$ cat src/rtl/normalize_exp.sv
// Post-add normalizer: shifts the raw sum mantissa until the hidden bit is set,
// adjusts the exponent, and presents a packed single-precision result with flags.
//
// state  | meaning
// S_IDLE | waiting for an input word; in_ready high
// S_NORM | one left shift per cycle until bit 23 is set or the exponent hits 1
// S_DONE | result and flags held until the consumer takes them
module normalize_exp (
    input  logic        i_clk,
    input  logic        i_rst_n,
    input  logic        i_in_valid,
    output logic        o_in_ready,
    input  logic        i_sign_in,
    input  logic [7:0]  i_exp_in,
    input  logic [24:0] i_mant_in,
    output logic        o_out_valid,
    input  logic        i_out_ready,
    output logic [31:0] o_result,
    output logic        o_zero,
    output logic        o_overflow,
    output logic        o_underflow
);

    typedef enum logic [1:0] {
        S_IDLE = 2'd0,
        S_NORM = 2'd1,
        S_DONE = 2'd2
    } state_t;

    state_t      r_state;
    state_t      w_state_nxt;
    logic        r_sign;
    logic        w_sign_nxt;
    logic [7:0]  r_exp;
    logic [7:0]  w_exp_nxt;
    // The carry bit only exists at the load edge, so the working mantissa is 24 bits.
    logic [23:0] r_mant;
    logic [23:0] w_mant_nxt;
    logic [31:0] r_result;
    logic [31:0] w_result_nxt;
    logic        r_zero;
    logic        w_zero_nxt;
    logic        r_overflow;
    logic        w_overflow_nxt;
    logic        r_underflow;
    logic        w_underflow_nxt;

    always_ff @(posedge i_clk or negedge i_rst_n) begin
        if (!i_rst_n) begin
            r_state     <= S_IDLE;
            r_sign      <= 1'b0;
            r_exp       <= 8'h00;
            r_mant      <= 24'h000000;
            r_result    <= 32'h0000_0000;
            r_zero      <= 1'b0;
            r_overflow  <= 1'b0;
            r_underflow <= 1'b0;
        end else begin
            r_state     <= w_state_nxt;
            r_sign      <= w_sign_nxt;
            r_exp       <= w_exp_nxt;
            r_mant      <= w_mant_nxt;
            r_result    <= w_result_nxt;
            r_zero      <= w_zero_nxt;
            r_overflow  <= w_overflow_nxt;
            r_underflow <= w_underflow_nxt;
        end
    end

    always_comb begin
        w_state_nxt     = r_state;
        w_sign_nxt      = r_sign;
        w_exp_nxt       = r_exp;
        w_mant_nxt      = r_mant;
        w_result_nxt    = r_result;
        w_zero_nxt      = r_zero;
        w_overflow_nxt  = r_overflow;
        w_underflow_nxt = r_underflow;

        case (r_state)
            S_IDLE: begin
                if (i_in_valid) begin
                    w_sign_nxt      = i_sign_in;
                    w_exp_nxt       = i_exp_in;
                    w_mant_nxt      = i_mant_in[23:0];
                    w_result_nxt    = 32'h0000_0000;
                    w_zero_nxt      = 1'b0;
                    w_overflow_nxt  = 1'b0;
                    w_underflow_nxt = 1'b0;
                    if (i_mant_in == 25'd0) begin
                        w_result_nxt = {i_sign_in, 31'd0};
                        w_zero_nxt   = 1'b1;
                        w_state_nxt  = S_DONE;
                    end else if ((i_exp_in == 8'hFF) ||
                                 (i_mant_in[24] && (i_exp_in >= 8'hFE))) begin
                        w_result_nxt   = {i_sign_in, 8'hFF, 23'd0};
                        w_overflow_nxt = 1'b1;
                        w_state_nxt    = S_DONE;
                    end else if (i_exp_in == 8'h00) begin
                        w_result_nxt    = {i_sign_in, 31'd0};
                        w_underflow_nxt = 1'b1;
                        w_state_nxt     = S_DONE;
                    end else if (i_mant_in[24]) begin
                        // Carry-out: shift right once here, dropping bit 0 unrounded.
                        w_mant_nxt  = i_mant_in[24:1];
                        w_exp_nxt   = i_exp_in + 8'd1;
                        w_state_nxt = S_NORM;
                    end else begin
                        w_state_nxt = S_NORM;
                    end
                end
            end

            S_NORM: begin
                if (r_mant[23]) begin
                    w_result_nxt = {r_sign, r_exp, r_mant[22:0]};
                    w_state_nxt  = S_DONE;
                end else if (r_exp == 8'd1) begin
                    w_result_nxt    = {r_sign, 31'd0};
                    w_underflow_nxt = 1'b1;
                    w_state_nxt     = S_DONE;
                end else begin
                    w_mant_nxt = {r_mant[22:0], 1'b0};
                    w_exp_nxt  = r_exp - 8'd1;
                end
            end

            S_DONE: begin
                if (i_out_ready) begin
                    w_state_nxt = S_IDLE;
                end
            end

            default: begin
                w_state_nxt = S_IDLE;
            end
        endcase
    end

    assign o_in_ready  = (r_state == S_IDLE);
    assign o_out_valid = (r_state == S_DONE);
    assign o_result    = r_result;
    assign o_zero      = r_zero;
    assign o_overflow  = r_overflow;
    assign o_underflow = r_underflow;

endmodule

$ cat config.mk
export PLATFORM = sky130hd
export DESIGN_NAME = normalize_exp
export DESIGN_NICKNAME = d
export VERILOG_FILES = /design/src/rtl/normalize_exp.sv
export SDC_FILE = /design/constraint.sdc
export NUM_CORES = 1
export LEC_CHECK = 0
export CORE_MARGIN = 4
export CORE_UTILIZATION = 53
export CTS_BUF_LIST = sky130_fd_sc_hd__clkbuf_8
export CTS_CLUSTER_DIAMETER = 150
export DETAILED_ROUTE_END_ITERATION = 7
export PLACE_DENSITY = 0.83
export SLEW_MARGIN = 20
export SYNTH_ARGS = -nofsm -noshare
export SYNTH_HDL_FRONTEND = slang
export SYNTH_SLANG_ARGS = --single-unit
$ cat constraint.sdc
create_clock -name i_clk -period 2 [get_ports i_clk]
set_input_delay 0.3 -clock i_clk [delete_from_list [all_inputs] [get_ports i_clk]]
set_output_delay 0.3 -clock i_clk [all_outputs]
set_load 0.005 [all_outputs]
Yosys cells after proc, flatten, opt, wreduce, memory -nomap -nowiden
Cells that the tools add are included.

word-level totals
  logic and storage cells = 75
  bits of input ports = 38
  register bits = 70
  output and inout bits = 37

cells by class
  mux-type cells = 41
  equality and inequality tests = 10
  $add $sub $neg = 2
  order comparisons = 1
  reduce and logical (&&, ||, !) cells = 12

operator list
  operator                                                  count
  two-way mux 32 bit                                        6
  two-way mux 24 bit                                        7
  case mux 32 bit (2 select lines)                          1
  two-way mux 8 bit                                         7
  case mux 24 bit (2 select lines)                          1
  zero test 25 bit                                          1
  case mux 8 bit (2 select lines)                           1
  two-way mux 2 bit                                         7
  two-way mux 1 bit                                         9
  adder 8 x 1 -> 8 bit, second input constant               1
  == test 8 x 1 -> 1 bit, second input constant             1
  == test 8 bit, second input constant                      1
  greater-or-equal comparator 8 bit, second input constant  1
  zero test 8 bit                                           1
  inequality test 2 bit, second input constant              4
  AND reduction 4 bit                                       2
  subtractor 8 x 1 -> 8 bit, second input constant          1
  case mux 2 bit (3 select lines)                           1
  AND reduction 3 bit                                       2
  AND reduction 2 bit                                       2
  inequality test 3 bit, second input constant              1
  == test 2 x 1 -> 1 bit, second input constant             1
  == test 2 bit, second input constant                      1
  zero test 2 bit                                           1
  5 further kinds                                           5

Longest topological paths before layout
  depth after elaboration = 7
  mapped depth = 9

Least setup slack after synthesis
Ideal clock, no wire load.

  path kind = reg2reg
  from = reg r_exp[0]
  to = reg r_mant[16]
  path buffers = 2
  setup slack = 0.179 ns
  library setup time = 0.132 ns
  clock period less this slack = 1.821 ns
  cell stages (with the launch flop) = 9
  required time = 1.868 ns
  data arrival time = 1.689 ns
  cell sequence = dfrtp_1 ha_1 nor4b_4 a211oi_2 nor2_1 buf_2 buf_4 a22oi_1 o21ai_1

between the ends
  word-level cells in the longest chain between the ends = 3

RTL lines
  element                          RTL line  RTL
  start: declaration               34        logic [7:0] r_exp;
  start signal: assignment         61        r_exp <= w_exp_nxt;
  == test 8 x 1 -> 1 bit           118       end else if (r_exp == 8'd1) begin
  inequality test 2 bit (no line)  -
  AND reduction 4 bit (no line)    -
  end signal: assignment           62        r_mant <= w_mant_nxt;
  end: declaration                 37        logic [23:0] r_mant;

Every way passes these cells.
A chain may end at the register's enable or synchronous reset.

Worst setup path in the final report
  from = in i_exp_in[0]
  to = reg r_mant[11]

between the ends
  word-level cells in the longest chain between the ends = 7

RTL lines
  element                             RTL line  RTL
  start: declaration                  14        input logic [7:0] i_exp_in,
  greater-or-equal comparator 8 bit   95        (i_mant_in[24] && (i_exp_in >= 8'hFE))) begin
  logical AND 1 bit                   95
  logical OR 1 bit                    94        end else if ((i_exp_in == 8'hFF) ||
  two-way mux 24 bit *                94
  two-way mux 24 bit *                90        if (i_mant_in == 25'd0) begin
  two-way mux 24 bit *                82        if (i_in_valid) begin
  case mux 24 bit (2 select lines) *  80        case (r_state)

Mark *: on every way between the ends. The rest lies on a longest branch, timed or not. The select of a mux whose other input is x is not followed.

==> run summary <==
The count of flip-flops with a built-in enable after synthesis came out at 0. The area of the core is 6386 um2. The initial antenna violation count came out at 0. The max capacitance violation total is 0. The clock tree from TritonCTS is yes. The post-route minimum period is about 1900 ps. Tracing the worst setup path back leads to its startpoint at i_exp_in[0]. The total die area is 8014 um2. Buffers inserted during clock tree synthesis total 9. The share of Yosys cell area claimed by the top area cell type came out at 0.4973. The number of I/O pins came out at 75. Counting instances in the post-synthesis netlist gives the leading cell types as 70 x sky130_fd_sc_hd__dfrtp_1, 29 x sky130_fd_sc_hd__o21ai_1, 26 x sky130_fd_sc_hd__nor2_1, 25 x sky130_fd_sc_hd__nand2_1, 24 x sky130_fd_sc_hd__mux2i_1. In this run, distinct cell masters in the synthesized netlist total 54. Of the total synthesized cell area, the portion taken by XOR and XNOR cells is 0.004973. The largest net degree at the start of global routing is 71. Counting instances, the worst hold path has a depth of 2. Power spread over the standard cell area amounts to 1377 nW/um2. The site row count came out at 29. STA classifies the critical path endpoint as a flip-flop. After synthesis, the cell types taking the most area are sky130_fd_sc_hd__dfrtp_1 50%, sky130_fd_sc_hd__mux2i_1 6.8%, sky130_fd_sc_hd__a22o_1 5.7%. The post-detailed-routing wire length came out at 10060 um.

The utilization after layout came out at 0.7716. The worst register-to-register path begins at r_exp[1]$_DFFE_PN0P_. The min-delay analysis places its worst path in the category flip-flop to flip-flop.

The via count of the first global-routing pass came out at 3301. 0 antenna diodes ended up in the layout. The global-route wire length before repair came out at 15810 um. In the global route stage, overall resource usage came out at 0.2593.

The multiplexer share of the synthesized area is 0.07140. The root buffer cell chosen for the clock tree is sky130_fd_sc_hd__clkbuf_8. The average footprint of a synthesized cell came out at 10.36 um2.

The detailed-router iteration count before antenna repair is 6. The number of instances in the synthesized netlist came out at between 300 and 400. The mapped netlist covers between 3000 and 4000 um2. The worst hold margin came out at roughly 490 ps.

The growth of design area from synthesis to finish is 39.89%. The proportion of synthesized flip-flops having asynchronous set or reset came out at 1.000. The worst slew margin relative to its limit came out at 0.6760. The global placer's final weighted congestion came out at 0.8968. Using the TritonRoute via totals, the vias-per-cell ratio works out to between 6 and 7.

Clock latency on the worst-skew pair, taken at its later pin, is 350 ps. The level count of the clock H-tree came out at 3. The leading cell type by number of instances after synthesis is sky130_fd_sc_hd__dfrtp_1. The sink count of the clock tree is 70. The post-route clock skew is 5.837 ps. The net count of the finished layout came out at 503. The total power consumption of the routed design is 0.006785 W. Of the cells placed in the final design, the portion with a size suffix greater than 1 is 0.1806. When the netlist entered floorplanning its net count stood at 383. The worst-margin pin slew is 485.0 ps. The final-report max-slew violation count came out at 0.

The portion of the post-synthesis area used by sequential elements is 0.4973. In the finished design, the share of the clock period the worst path needs comes to 0.9733. The vertical die dimension is approximately 90 um. The class of the most critical setup path is primary input to flip-flop. The arithmetic-cell share of the synthesized area counting full adders, half adders and majority gates is 0.01776. At the worst endpoint, the required time is 2230 ps. The final count of hold timing violations is 0. The buffer levels on the longest clock path came out at 2.

The detail route stage leaves a number of antenna-violating nets equal to 0. The critical-path maximum fanout came out at 12. In the synthesized netlist the dominant register cell turns out to be sky130_fd_sc_hd__dfrtp_1.

After detailed routing, the number of remaining DRC violations is 0. After synthesis, the largest family of logic cells by area is compound AO/OA/AOI/OAI gates. The data arrival time of the critical path came out at 2180 ps. The via total after detailed routing came out at approximately 3300. The share of the synthesized area in compound gates (AO/OA/AOI/OAI) came to 0.2316. The detailed router finished its first iteration with approximately 270 violations. The overall overflow remaining after global route is 0. The basic-gate share of the synthesized area counting and, or, nand and nor cells came out at 0.1314.

The logic depth of the worst register-to-register path came out at 7. The non-filler instance count after layout is about 540. The effective utilization at floorplan is 0.5515. For the final routed database, the setup TNS stands at 0 ps. The number of warnings printed during yosys synthesis came out at 0.

Dividing the detail-routed wire length by the instance count gives 18.55 um. The clock slew at the register clock pins of the worst setup and hold paths came out at 80 ps. In this run the most critical hold path is launched from r_sign$_DFFE_PN0P_. IR analysis of the VDD net gives a maximum drop of around 820 uV. Including well taps, the total number of placed cells is 524. The wire-length estimate of the detail-placed layout is 6773 um.

The flow ran to the end, and the final reports show no timing, DRC or antenna violations. Input and output buffers added on the ports amount to between 70 and 80. The cell type with the highest aggregate area in the netlist is sky130_fd_sc_hd__dfrtp_1.

The horizontal extent of the die is about 90 um. The final setup violation count came out at 0. The upper clock frequency limit is 513.7 MHz. The number of synthesized register bits is 70. The leakage component of the power is 2.217 nW. STA classifies the critical path startpoint as a primary input.
metal layers:
layer  routed length (um)  up-vias  global-route usage  part of all wire
met5                    0        -                   0                 0
met4                  192        0              0.1096             0.019
met3                  738       20             0.05530             0.073
met2                 4991      145              0.4273              0.50
met1                 4133     1632              0.3306              0.41
li1                     -     1524                   -                 -
per-stage QoR:
step / worst slack, ps / instance area [um2]
finish: 53.49 / 4927
CTS: 31.46 / 4866
floorplan: 179.0 / 3522
detailed placement: -282.1 / 4673
global route: -5.618 / 4927
global placement: -195.8 / 4673
report_power, final:
| part | switching (W) | internal [W] | leakage [nW] |
|---|---|---|---|
| clock network | 0.000542 | 0.000558 | 0.103 |
| logic | 0.00142 | 0.00161 | 1.23 |
| registers | 0.000559 | 0.00209 | 0.886 |
flip-flops by register name, summed over array words and instances, names as in the netlist:
register and cells:
r_sign 1, o_overflow 1, o_result 32, o_zero 1
r_mant 24, o_underflow 1, r_exp 8, r_state 2
critical path: stages:
cell	delay, ps
sky130_fd_sc_hd__clkdlybuf4s50_1	510
sky130_fd_sc_hd__inv_1	90
sky130_fd_sc_hd__ha_1	220
sky130_fd_sc_hd__nor3_2	220
sky130_fd_sc_hd__o311a_4	300
sky130_fd_sc_hd__buf_12	170
sky130_fd_sc_hd__mux2i_1	260
sky130_fd_sc_hd__o21ai_1	100
cell families (layout without fill, tap and decap cells):
logic type | Yosys count | after routing
buf+inv | 29 | 154
xor+xnor | 2 | 2
simple gates | 91 | 91
fa+ha+maj | 5 | 5
mux | 25 | 25
compound gates | 118 | 118
flops | 70 | 70
area by class of cell:
type / instances / area, um2
clock buffer: 9 / 123.9
fill: 436 / 1459
clock inverter: 7 / 58.81
tap: 77 / 96.34
inverter: 7 / 26.28
timing repair buffer: 131 / 1221
multi-input combinational: 241 / 1649
sequential: 70 / 1752
cells in the final DEF (no fill, tap or decap), drive strengths merged, types with 3 or more instances in the layout:
cell           netlist  routed
ha                   5       5
nor2                26      26
nor4                 6       6
clkbuf               8      10
nor3                 6       6
o311ai               3       3
clkdlybuf4s50        0      73
nand2               25      25
o21ai               33      33
nand3                5       5
a21oi               16      16
a22oi               22      22
dfrtp               70      70
a31oi                4       4
o221ai               3       3
nand4                4       4
buf                 14      56
mux2i               24      24
a22o                23      23
and2                 4       4
inv                  7      10
and3                 4       4
repair_timing:
| item | 4_1_cts | 5_1_grt |
|---|---|---|
| buffers inserted | 0 | 0 |
| gates resized for setup | 0 | 7 |
| hold endpoints to repair | 70 | 0 |
| hold buffers | 1 | 0 |
| setup endpoints to repair | 0 | 26 |
worst paths after layout:
check / to / slack, ps
min in group asynchronous: o_result[1]$_DFFE_PN0P_ / 510
hold / removal: r_sign$_DFFE_PN0P_ / 490
setup / recovery: r_mant[11]$_DFFE_PN0P_ / 50
hold reg to reg: r_sign$_DFFE_PN0P_ / 490
max in group asynchronous: r_exp[4]$_DFFE_PN0P_ / 1170
setup reg to reg: o_result[8]$_DFFE_PN0P_ / 110
(Power assumes the default switching activity.)
